File: src/rtl/mips_mul_div_unit_pkg.sv
// Shared types, constants and two's-complement helpers for the MIPS
// multiply/divide unit.
package mips_mul_div_unit_pkg;

  localparam int Data_Width    = 32;
  localparam int MD_Iterations = Data_Width;
  localparam int MD_Cnt_Width  = $clog2(MD_Iterations);

  typedef enum logic [2:0] {
    MD_MULT  = 3'd0,
    MD_MULTU = 3'd1,
    MD_DIV   = 3'd2,
    MD_DIVU  = 3'd3,
    MD_MTHI  = 3'd4,
    MD_MTLO  = 3'd5
  } md_op_t;

  typedef enum logic [1:0] {
    IDLE = 2'd0,
    RUN  = 2'd1,
    FIX  = 2'd2
  } md_state_t;

  function automatic logic [Data_Width-1:0] md_neg(input logic [Data_Width-1:0] x);
    return ~x + Data_Width'(1);
  endfunction

  function automatic logic [Data_Width-1:0] md_abs(input logic [Data_Width-1:0] x);
    return x[Data_Width-1] ? md_neg(x) : x;
  endfunction

endpackage

File: src/rtl/mips_mul_div_unit_if.sv
// Pipeline-side bundle of the multiply/divide unit: request, status and
// the architectural HI/LO values.
interface mips_mul_div_unit_if;
  import mips_mul_div_unit_pkg::*;

  logic                  start;
  md_op_t                op;
  logic [Data_Width-1:0] RS;
  logic [Data_Width-1:0] RT;
  logic                  flush;
  logic                  busy;
  logic                  done;
  logic                  div_by_zero;
  logic [Data_Width-1:0] HI;
  logic [Data_Width-1:0] LO;

  modport master (
    output start, op, RS, RT, flush,
    input  busy, done, div_by_zero, HI, LO
  );

  modport slave (
    input  start, op, RS, RT, flush,
    output busy, done, div_by_zero, HI, LO
  );

endinterface

File: src/rtl/mips_mul_div_unit.sv
// Iterative 32-cycle multiply/divide on operand magnitudes with a final
// sign-correction cycle; owns the architectural HI/LO registers.
//
// state | meaning
// IDLE  | waiting for start; MTHI/MTLO write HI/LO directly
// RUN   | one shift-add or restoring-divide step per clock
// FIX   | sign correction, HI/LO write, done pulse
module mips_mul_div_unit
  import mips_mul_div_unit_pkg::*;
(
  input logic                clk,
  input logic                rst_n,
  mips_mul_div_unit_if.slave md
);

  md_state_t                 state;
  logic [MD_Cnt_Width-1:0]   cnt;
  // acc holds {upper product, multiplier} or {partial remainder, quotient}
  logic [2*Data_Width-1:0]   acc;
  logic [Data_Width-1:0]     opb;
  logic [Data_Width-1:0]     raw_a;
  logic                      is_div;
  logic                      neg_res;
  logic                      neg_rem;
  logic                      div0;
  logic [Data_Width-1:0]     hi_q;
  logic [Data_Width-1:0]     lo_q;
  logic                      busy_q;
  logic                      done_q;
  logic                      dz_q;

  logic                      op_signed;
  logic                      op_div;
  logic                      op_arith;
  logic [Data_Width-1:0]     a_mag;
  logic [Data_Width-1:0]     b_mag;
  logic [Data_Width-1:0]     addend;
  logic [Data_Width:0]       mul_sum;
  logic [Data_Width:0]       div_shift;
  logic                      div_ge;
  logic [Data_Width-1:0]     div_sub;
  logic [2*Data_Width-1:0]   acc_next;
  logic [2*Data_Width-1:0]   prod;
  logic [Data_Width-1:0]     quot;
  logic [Data_Width-1:0]     rem;

  always_comb begin
    op_signed = (md.op == MD_MULT) || (md.op == MD_DIV);
    op_div    = (md.op == MD_DIV)  || (md.op == MD_DIVU);
    op_arith  = op_div || (md.op == MD_MULT) || (md.op == MD_MULTU);
    a_mag     = op_signed ? md_abs(md.RS) : md.RS;
    b_mag     = op_signed ? md_abs(md.RT) : md.RT;

    addend    = acc[0] ? opb : '0;
    mul_sum   = {1'b0, acc[2*Data_Width-1:Data_Width]} + {1'b0, addend};

    div_shift = acc[2*Data_Width-1:Data_Width-1];
    div_ge    = div_shift >= {1'b0, opb};
    // true difference is below 2^32 whenever div_ge, so truncation is exact
    div_sub   = div_shift[Data_Width-1:0] - opb;

    if (is_div)
      acc_next = div_ge ? {div_sub, acc[Data_Width-2:0], 1'b1}
                        : {div_shift[Data_Width-1:0], acc[Data_Width-2:0], 1'b0};
    else
      acc_next = {mul_sum, acc[Data_Width-1:1]};

    prod = neg_res ? (~acc + (2*Data_Width)'(1)) : acc;
    quot = neg_res ? md_neg(acc[Data_Width-1:0]) : acc[Data_Width-1:0];
    rem  = neg_rem ? md_neg(acc[2*Data_Width-1:Data_Width])
                   : acc[2*Data_Width-1:Data_Width];
  end

  always_ff @(posedge clk or negedge rst_n) begin
    if (!rst_n) begin
      state   <= IDLE;
      cnt     <= '0;
      acc     <= '0;
      opb     <= '0;
      raw_a   <= '0;
      is_div  <= 1'b0;
      neg_res <= 1'b0;
      neg_rem <= 1'b0;
      div0    <= 1'b0;
      hi_q    <= '0;
      lo_q    <= '0;
      busy_q  <= 1'b0;
      done_q  <= 1'b0;
      dz_q    <= 1'b0;
    end else begin
      done_q <= 1'b0;
      dz_q   <= 1'b0;
      case (state)
        IDLE: begin
          if (md.start && !md.flush) begin
            if (op_arith) begin
              state   <= RUN;
              busy_q  <= 1'b1;
              cnt     <= '0;
              is_div  <= op_div;
              neg_res <= op_signed && (md.RS[Data_Width-1] ^ md.RT[Data_Width-1]);
              neg_rem <= op_signed && md.RS[Data_Width-1];
              div0    <= op_div && (md.RT == '0);
              raw_a   <= md.RS;
              if (op_div) begin
                acc <= {{Data_Width{1'b0}}, a_mag};
                opb <= b_mag;
              end else begin
                acc <= {{Data_Width{1'b0}}, b_mag};
                opb <= a_mag;
              end
            end else if (md.op == MD_MTHI) begin
              hi_q <= md.RS;
            end else if (md.op == MD_MTLO) begin
              lo_q <= md.RS;
            end
          end
        end
        RUN: begin
          if (md.flush) begin
            state  <= IDLE;
            busy_q <= 1'b0;
          end else begin
            acc <= acc_next;
            cnt <= cnt + MD_Cnt_Width'(1);
            if (cnt == MD_Cnt_Width'(MD_Iterations - 1))
              state <= FIX;
          end
        end
        FIX: begin
          state  <= IDLE;
          busy_q <= 1'b0;
          if (!md.flush) begin
            done_q <= 1'b1;
            dz_q   <= div0;
            if (!is_div) begin
              hi_q <= prod[2*Data_Width-1:Data_Width];
              lo_q <= prod[Data_Width-1:0];
            end else if (div0) begin
              hi_q <= raw_a;
              lo_q <= '1;
            end else begin
              hi_q <= rem;
              lo_q <= quot;
            end
          end
        end
        default: begin
          state  <= IDLE;
          busy_q <= 1'b0;
        end
      endcase
    end
  end

  assign md.busy        = busy_q;
  assign md.done        = done_q;
  assign md.div_by_zero = dz_q;
  assign md.HI          = hi_q;
  assign md.LO          = lo_q;

endmodule
File: src/flat_wrapper.sv
// flat-port wrapper written by rule: the top's interface ports become plain ports
module mips_mul_div_unit_flat import mips_mul_div_unit_pkg::*;
  (clk, rst_n, md_start, md_op, md_RS, md_RT, md_flush, md_busy, md_done, md_div_by_zero, md_HI, md_LO);
  mips_mul_div_unit_if md_i ();
  input logic clk;
  input logic rst_n;
  input wire logic [$bits(md_i.start)-1:0] md_start;
  input wire logic [$bits(md_i.op)-1:0] md_op;
  input wire logic [$bits(md_i.RS)-1:0] md_RS;
  input wire logic [$bits(md_i.RT)-1:0] md_RT;
  input wire logic [$bits(md_i.flush)-1:0] md_flush;
  output wire logic [$bits(md_i.busy)-1:0] md_busy;
  output wire logic [$bits(md_i.done)-1:0] md_done;
  output wire logic [$bits(md_i.div_by_zero)-1:0] md_div_by_zero;
  output wire logic [$bits(md_i.HI)-1:0] md_HI;
  output wire logic [$bits(md_i.LO)-1:0] md_LO;
  assign md_i.start = md_start;
  assign md_i.op = md_op;
  assign md_i.RS = md_RS;
  assign md_i.RT = md_RT;
  assign md_i.flush = md_flush;
  assign md_busy = md_i.busy;
  assign md_done = md_i.done;
  assign md_div_by_zero = md_i.div_by_zero;
  assign md_HI = md_i.HI;
  assign md_LO = md_i.LO;
  mips_mul_div_unit u_core (.clk(clk), .rst_n(rst_n), .md(md_i));
endmodule
File: config.mk
export PLATFORM = sky130hd
export DESIGN_NAME = mips_mul_div_unit_flat
export DESIGN_NICKNAME = d
export VERILOG_FILES = /design/src/rtl/mips_mul_div_unit_pkg.sv /design/src/rtl/mips_mul_div_unit_if.sv /design/src/rtl/mips_mul_div_unit.sv /design/src/flat_wrapper.sv
export SDC_FILE = /design/constraint.sdc
export NUM_CORES = 1
export LEC_CHECK = 0
export CAP_MARGIN = 20
export CORE_MARGIN = 2
export CORE_UTILIZATION = 55
export CTS_CLUSTER_SIZE = 20
export DETAILED_ROUTE_END_ITERATION = 8
export HOLD_SLACK_MARGIN = 0.06
export PLACE_DENSITY = 0.76
export SKIP_LAST_GASP = 1
export SYNTH_ARGS = -nofsm -noshare
export SYNTH_HDL_FRONTEND = slang
export SYNTH_SLANG_ARGS = --single-unit
File: constraint.sdc
create_clock -name clk -period 3.4 [get_ports clk]
set_input_delay 0.68 -clock clk [delete_from_list [all_inputs] [get_ports clk]]
set_output_delay 0.68 -clock clk [all_outputs]
set_load 0.03 [all_outputs]
# --- After elaboration in Yosys (flattened, before gate mapping) ---
# Cells that the tools add are included.
totals:
  ff_bits: 206
  in_bits: 71
  out_inout_bits: 67
op_classes:
  n_addsub: 8
  n_lt_le_gt_ge: 1
  eq_ne: 18
  mux: 48
  bitwise_logic: 6
  reduce_logical: 20
op_table:
  columns: ["cell", "count"]
  rows:
  - ["32-bit 2-to-1 mux", 22]
  - ["64-bit 2-to-1 mux", 6]
  - ["32-bit by 1-bit adder with 32-bit output, second input constant", 4]
  - ["32-bit inverter", 4]
  - ["32-bit one-hot mux with 2 select lines", 2]
  - ["64-bit one-hot mux with 2 select lines", 1]
  - ["64-bit by 1-bit adder with 64-bit output, second input constant", 1]
  - ["64-bit inverter", 1]
  - ["32-bit by 32-bit adder with 33-bit output", 1]
  - ["33-bit by 32-bit greater-or-equal comparator with 1-bit output", 1]
  - ["32-bit zero test", 1]
  - ["32-bit subtractor", 1]
  - ["5-bit 2-to-1 mux", 3]
  - ["2-bit inequality test, second input constant", 5]
  - ["5-bit one-hot mux with 2 select lines", 1]
  - ["3-bit AND reduction", 3]
  - ["2-bit 2-to-1 mux", 4]
  - ["2-bit by 1-bit inequality test with 1-bit output, second input constant", 4]
  - ["1-bit 2-to-1 mux", 7]
  - ["3-bit by 2-bit equality test with 1-bit output, second input constant", 2]
  - ["3-bit equality test, second input constant", 2]
  - ["6-bit AND reduction", 1]
  - ["5-bit by 1-bit adder with 5-bit output, second input constant", 1]
  - ["5-bit equality test, second input constant", 1]
  - ["other kinds (15)", 22]

# --- Longest topological paths before layout ---
depth:
  word_depth: 8
  depth_mapped: 15
  depth_no_buf: 13

# --- Worst setup path before layout ---
# No wires, ideal clock.
synth_path:
  path_kind: "register -> register"
  start: "register u_core.acc[43]"
  end: "register u_core.acc[58]"
  setup_time_ns: 0.126
  arrival_ns: 2.963
  required_time_ns: 3.274
  setup_slack_ns: 0.311
  path_stages_with_launch: 11
  path_buffers: 1
  path_cell_list: "dfrtp_1 ha_1 clkbuf_1 nand2_1 a2111oi_2 o311ai_2 a211oi_2 o211ai_2 a21oi_4 mux2_2 a221o_1"
synth_between:
  elab_chain_len: 5
synth_rtl:
  columns: ["element", "line_no", "rtl"]
  rows:
  - ["start, declared", "mips_mul_div_unit.sv:19", "logic [2*Data_Width-1:0] acc;"]
  - ["start signal, assigned", "mips_mul_div_unit.sv:106", "acc <= {{Data_Width{1'b0}}, a_mag};"]
  - ["start signal, assigned", "mips_mul_div_unit.sv:109", "acc <= {{Data_Width{1'b0}}, b_mag};"]
  - ["start signal, assigned", "mips_mul_div_unit.sv:124", "acc <= acc_next;"]
  - ["32-bit subtractor / 33-bit by 32-bit greater-or-equal comparator with 1-bit output (equally long branches)", "mips_mul_div_unit.sv:60, mips_mul_div_unit.sv:58", null]
  - ["64-bit 2-to-1 mux", "mips_mul_div_unit.sv:63", "acc_next = div_ge ? {div_sub, acc[Data_Width-2:0], 1'b1}"]
  - ["64-bit 2-to-1 mux *", "mips_mul_div_unit.sv:62", "if (is_div)"]
  - ["64-bit 2-to-1 mux *", "mips_mul_div_unit.sv:120", "if (md.flush) begin"]
  - ["64-bit one-hot mux with 2 select lines *", "mips_mul_div_unit.sv:93", "case (state)"]
# Every way passes the cells marked *; elsewhere a longest branch is shown, timed or not. The select of a mux whose other input is x is not followed.
# A chain may end at the register's enable or synchronous reset.

# --- Worst setup path in the final report ---
layout_path:
  start: "register u_core.acc[0]"
  end: "register u_core.acc[63]"
layout_between:
  elab_chain_len: 5
layout_rtl:
  columns: ["element", "line_no", "rtl"]
  rows:
  - ["32-bit 2-to-1 mux", "mips_mul_div_unit.sv:54", "addend = acc[0] ? opb : '0;"]
  - ["32-bit by 32-bit adder with 33-bit output", "mips_mul_div_unit.sv:55", "mul_sum = {1'b0, acc[2*Data_Width-1:Data_Width]} + {1'b0, addend};"]
  - ["64-bit 2-to-1 mux", "mips_mul_div_unit.sv:62", null]
  - ["64-bit 2-to-1 mux", "mips_mul_div_unit.sv:120", null]
  - ["64-bit one-hot mux with 2 select lines", "mips_mul_div_unit.sv:93", null]
# Every way passes these cells. The select of a mux whose other input is x is not followed.

==> flow_summary.yaml <==
status:
  outcome: "complete, no violations"
global_route:
  grt_pass1_wl_um: 105000
  overflow: 0
  grt.total_usage: 0.406
  grt_max_degree: 77
  grt_pass1_vias: 18000
  antenna_found_initial: 0
logic_synthesis:
  synth_top_cell_by_area: "dfrtp_1"
  async_reset_ff_frac: 1.00
  synth_top_flop_cell: "dfrtp_1"
  synth-seq-cells: 206
  yosysSeqAreaShare: 0.293
  yosysTopAreaCellShare: 0.293
  synth_area_leaders: "dfrtp_1, nand2_1, o21ai_0, xnor2_1, ha_1"
  syn_inst: 2288
  ys_warn_count: 0
  synth_fp_nets: 2431
  syn_area_um2: 17600
  yosysUniqueCellTypes: 88
  synth_edf_count: 0
  avgSynthCellArea_um2: 7.68
layout:
  final_cell_mix: "nand2_1, buf_4, o21ai_0"
  multi_input_area_um2: 11500
  fin_nets: 2659
  fillers: 2616
  final_common_cell: "nand2_1"
  area_growth_pct: 23.3
  n_antenna_cell: 0
  layout-drive-gt1-share: 0.137
  final_cell_area_um2: 21700
  seq_area_um2: 5160
setup_path:
  crit_path_end_kind: "flop"
  crit_type: "flop to flop"
  cp_slowest_stage_delay_ps: 760
  cp-start-kind: "flop"
  critPathArrivalTime_ps: 3770
  critPathSlowestCell: "o41ai_1"
  timing.rr.start: "u_core.acc[0]"
  worstReg2RegEnd: "u_core.acc[63]"
  r2r_cells: 13
  critPathBufInv: 5
  crit_family: "compound AO/OA/AOI/OAI gates"
  cp-startpoint: "u_core.acc[0]"
  ff2ff_setup_slack_ps: 100
  crit_path_max_fanout: 10
  path_cells: "inv_1 -> buf_12 -> buf_12 -> buf_4 -> nor2_1 -> ha_1 -> buf_4 -> nand2_1 -> o41ai_1 -> a41oi_2 -> o211ai_1 -> a22o_1 -> o311a_1"
  cp.required_ps: 3870
route:
  drt_iter0_drc: 2410
  routedWlPerCell_um: 23.4
  dr_total_vias: 19100
  ant_nets: 0
  routed_wl_um: 68900
  drc_errors: 0
  viasPerCell: 6.49
  dr.pass1.iters: 6
power_and_ir_drop:
  ir_drop_mv: 0.590
  p_leak_nw: 9.40
  powerDensity_nw_per_um2: 878
clock_network:
  clkSlewWorstSetupHoldPaths_ps: 60
  ctsHoldBuffers: 0
  cts_max_level: 1
  cts.sinks: 206
  cts-root-buf: "clkbuf_16"
  clock_latency_ps: 550
  clockBufferDepth: 3
  cts_tree: "yes"
  cts_made_buffers: 25
floorplan:
  io_pins: 138
  die_h_um: 183
  rows: 65
  coreArea_um2: 31500
  die_w_um: 183
  start_util: 0.558
  die_area_um2: 33400
timing:
  finalHoldViolCount: 0
  rsz0062_at_grt: "no"
  finalWorstSetupSlack_ps: 100
  max_slew.worst_pin.slew_ps: 1090
  clock_skew_ps: 22.3
  timing.hold.ws_ps: 133
  period_share: 0.971
  totalNegativeSetupSlack_ps: 0
  slew_headroom: 0.276
  period_minus_slack_ps: 3300
  slew_viol_final: 0
  fmax_mhz: 303
  setup_viol: 0
placement:
  place.gp.congestion: 1.02
  dp_hpwl_um: 52400
  post_dp_cell_area_um2: 20700
  dp_slack_ps: -212
  port_buffers: 137
worst_hold_path:
  hp-class: "input port to async pin"
run:
  maxCapViolations: 0
[cell usage after synthesis (40+ instances only)]
| master | number |
|---|---|
| nand2_1 | 353 |
| ha_1 | 70 |
| mux2i_1 | 78 |
| clkbuf_1 | 154 |
| xnor2_1 | 125 |
| o21ai_0 | 226 |
| nand3_1 | 40 |
| a21oi_1 | 161 |
| nor2_1 | 173 |
| o211ai_1 | 42 |
| xor2_1 | 78 |
| dfrtp_1 | 206 |
| inv_1 | 65 |
[how the worst max path moves through the flow]
stage                     depth (start not counted)             end  slack [ps]
after floorplan                                  10  u_core.acc[58]         310
after global placement                           10  u_core.opb[25]        -130
after detailed placement                         12  u_core.opb[30]        -210
after CTS                                        16  u_core.acc[63]          10
after global routing                             12  u_core.acc[34]           1
final                                            13  u_core.acc[63]         100
[what timing repair did]
item                                    4_1_cts  5_1_grt
pin swaps                                     2        4
setup buffers                                 1        8
gates resized for setup                       1       11
endpoints found under the setup margin        2       23
cloned                                        0        0
[cell families after synthesis]
kind of cell | share of synthesized area
and+or+nand+nor | 0.204
AOI/OAI and AO/OA | 0.242
buffers and inverters | 0.0547
DFF | 0.293
xor gates and xnor gates | 0.101
muxes | 0.0515
adders and majority gates | 0.0521
[stage by stage]
| stage | instances | util | power [mW] |
|---|---|---|---|
| finish | 2937 | 0.688 | 19.0 |
| global route | 2937 | 0.688 | 20.1 |
| CTS | 2928 | 0.684 | 18.6 |
| detailed placement | 2881 | 0.656 | 15.6 |
| global placement | 2881 | 0.656 | 15.4 |
| floorplan | 2288 | - | 11.6 |
[final cells by class]
class,count,share of cell area
timing repair buffer,384,0.154
tap,402,0.0232
clock buffer,35,0.0325
clock inverter,11,0.00786
multi-input combinational,1833,0.533
sequential,206,0.238
inverter,66,0.0114
[power by group]
| part | leakage, nW | internal (mW) | switching (mW) |
|---|---|---|---|
| Sequential | 2.59 | 3.35 | 1.04 |
| Clock | 0.418 | 1.75 | 1.15 |
| Combinational | 6.39 | 4.94 | 6.80 |
[registers in the layout, summed over array words and instances (netlist names)]
| signal | flops |
|---|---|
| u_core.opb | 32 |
| u_core.div0 | 1 |
| u_core.md.HI | 32 |
| u_core.acc | 64 |
| u_core.neg_res | 1 |
| u_core.state | 2 |
| u_core.raw_a | 32 |
| u_core.md.done | 1 |
| u_core.md.busy | 1 |
| u_core.is_div | 1 |
| u_core.neg_rem | 1 |
| u_core.md.LO | 32 |
| u_core.md.div_by_zero | 1 |
| u_core.cnt | 5 |
[worst register-to-register path: cells and delay by family (launching register included)]
family | cells | cell delay (ps)
buffers and inverters | 5 | 680
AOI/OAI and AO/OA | 5 | 1660
adders and majority gates | 1 | 300
and+or+nand+nor | 2 | 170
DFF | 1 | 420
[layer usage]
metal  track usage  up-vias  wire length [µm]
met1         0.548     9120             27600
met2         0.611     1179             29400
met4         0.200        0              3800
li1              -     8574                 -
met5             0        -                 0
met3        0.0970      201              8080
(Power assumes the default switching activity.)
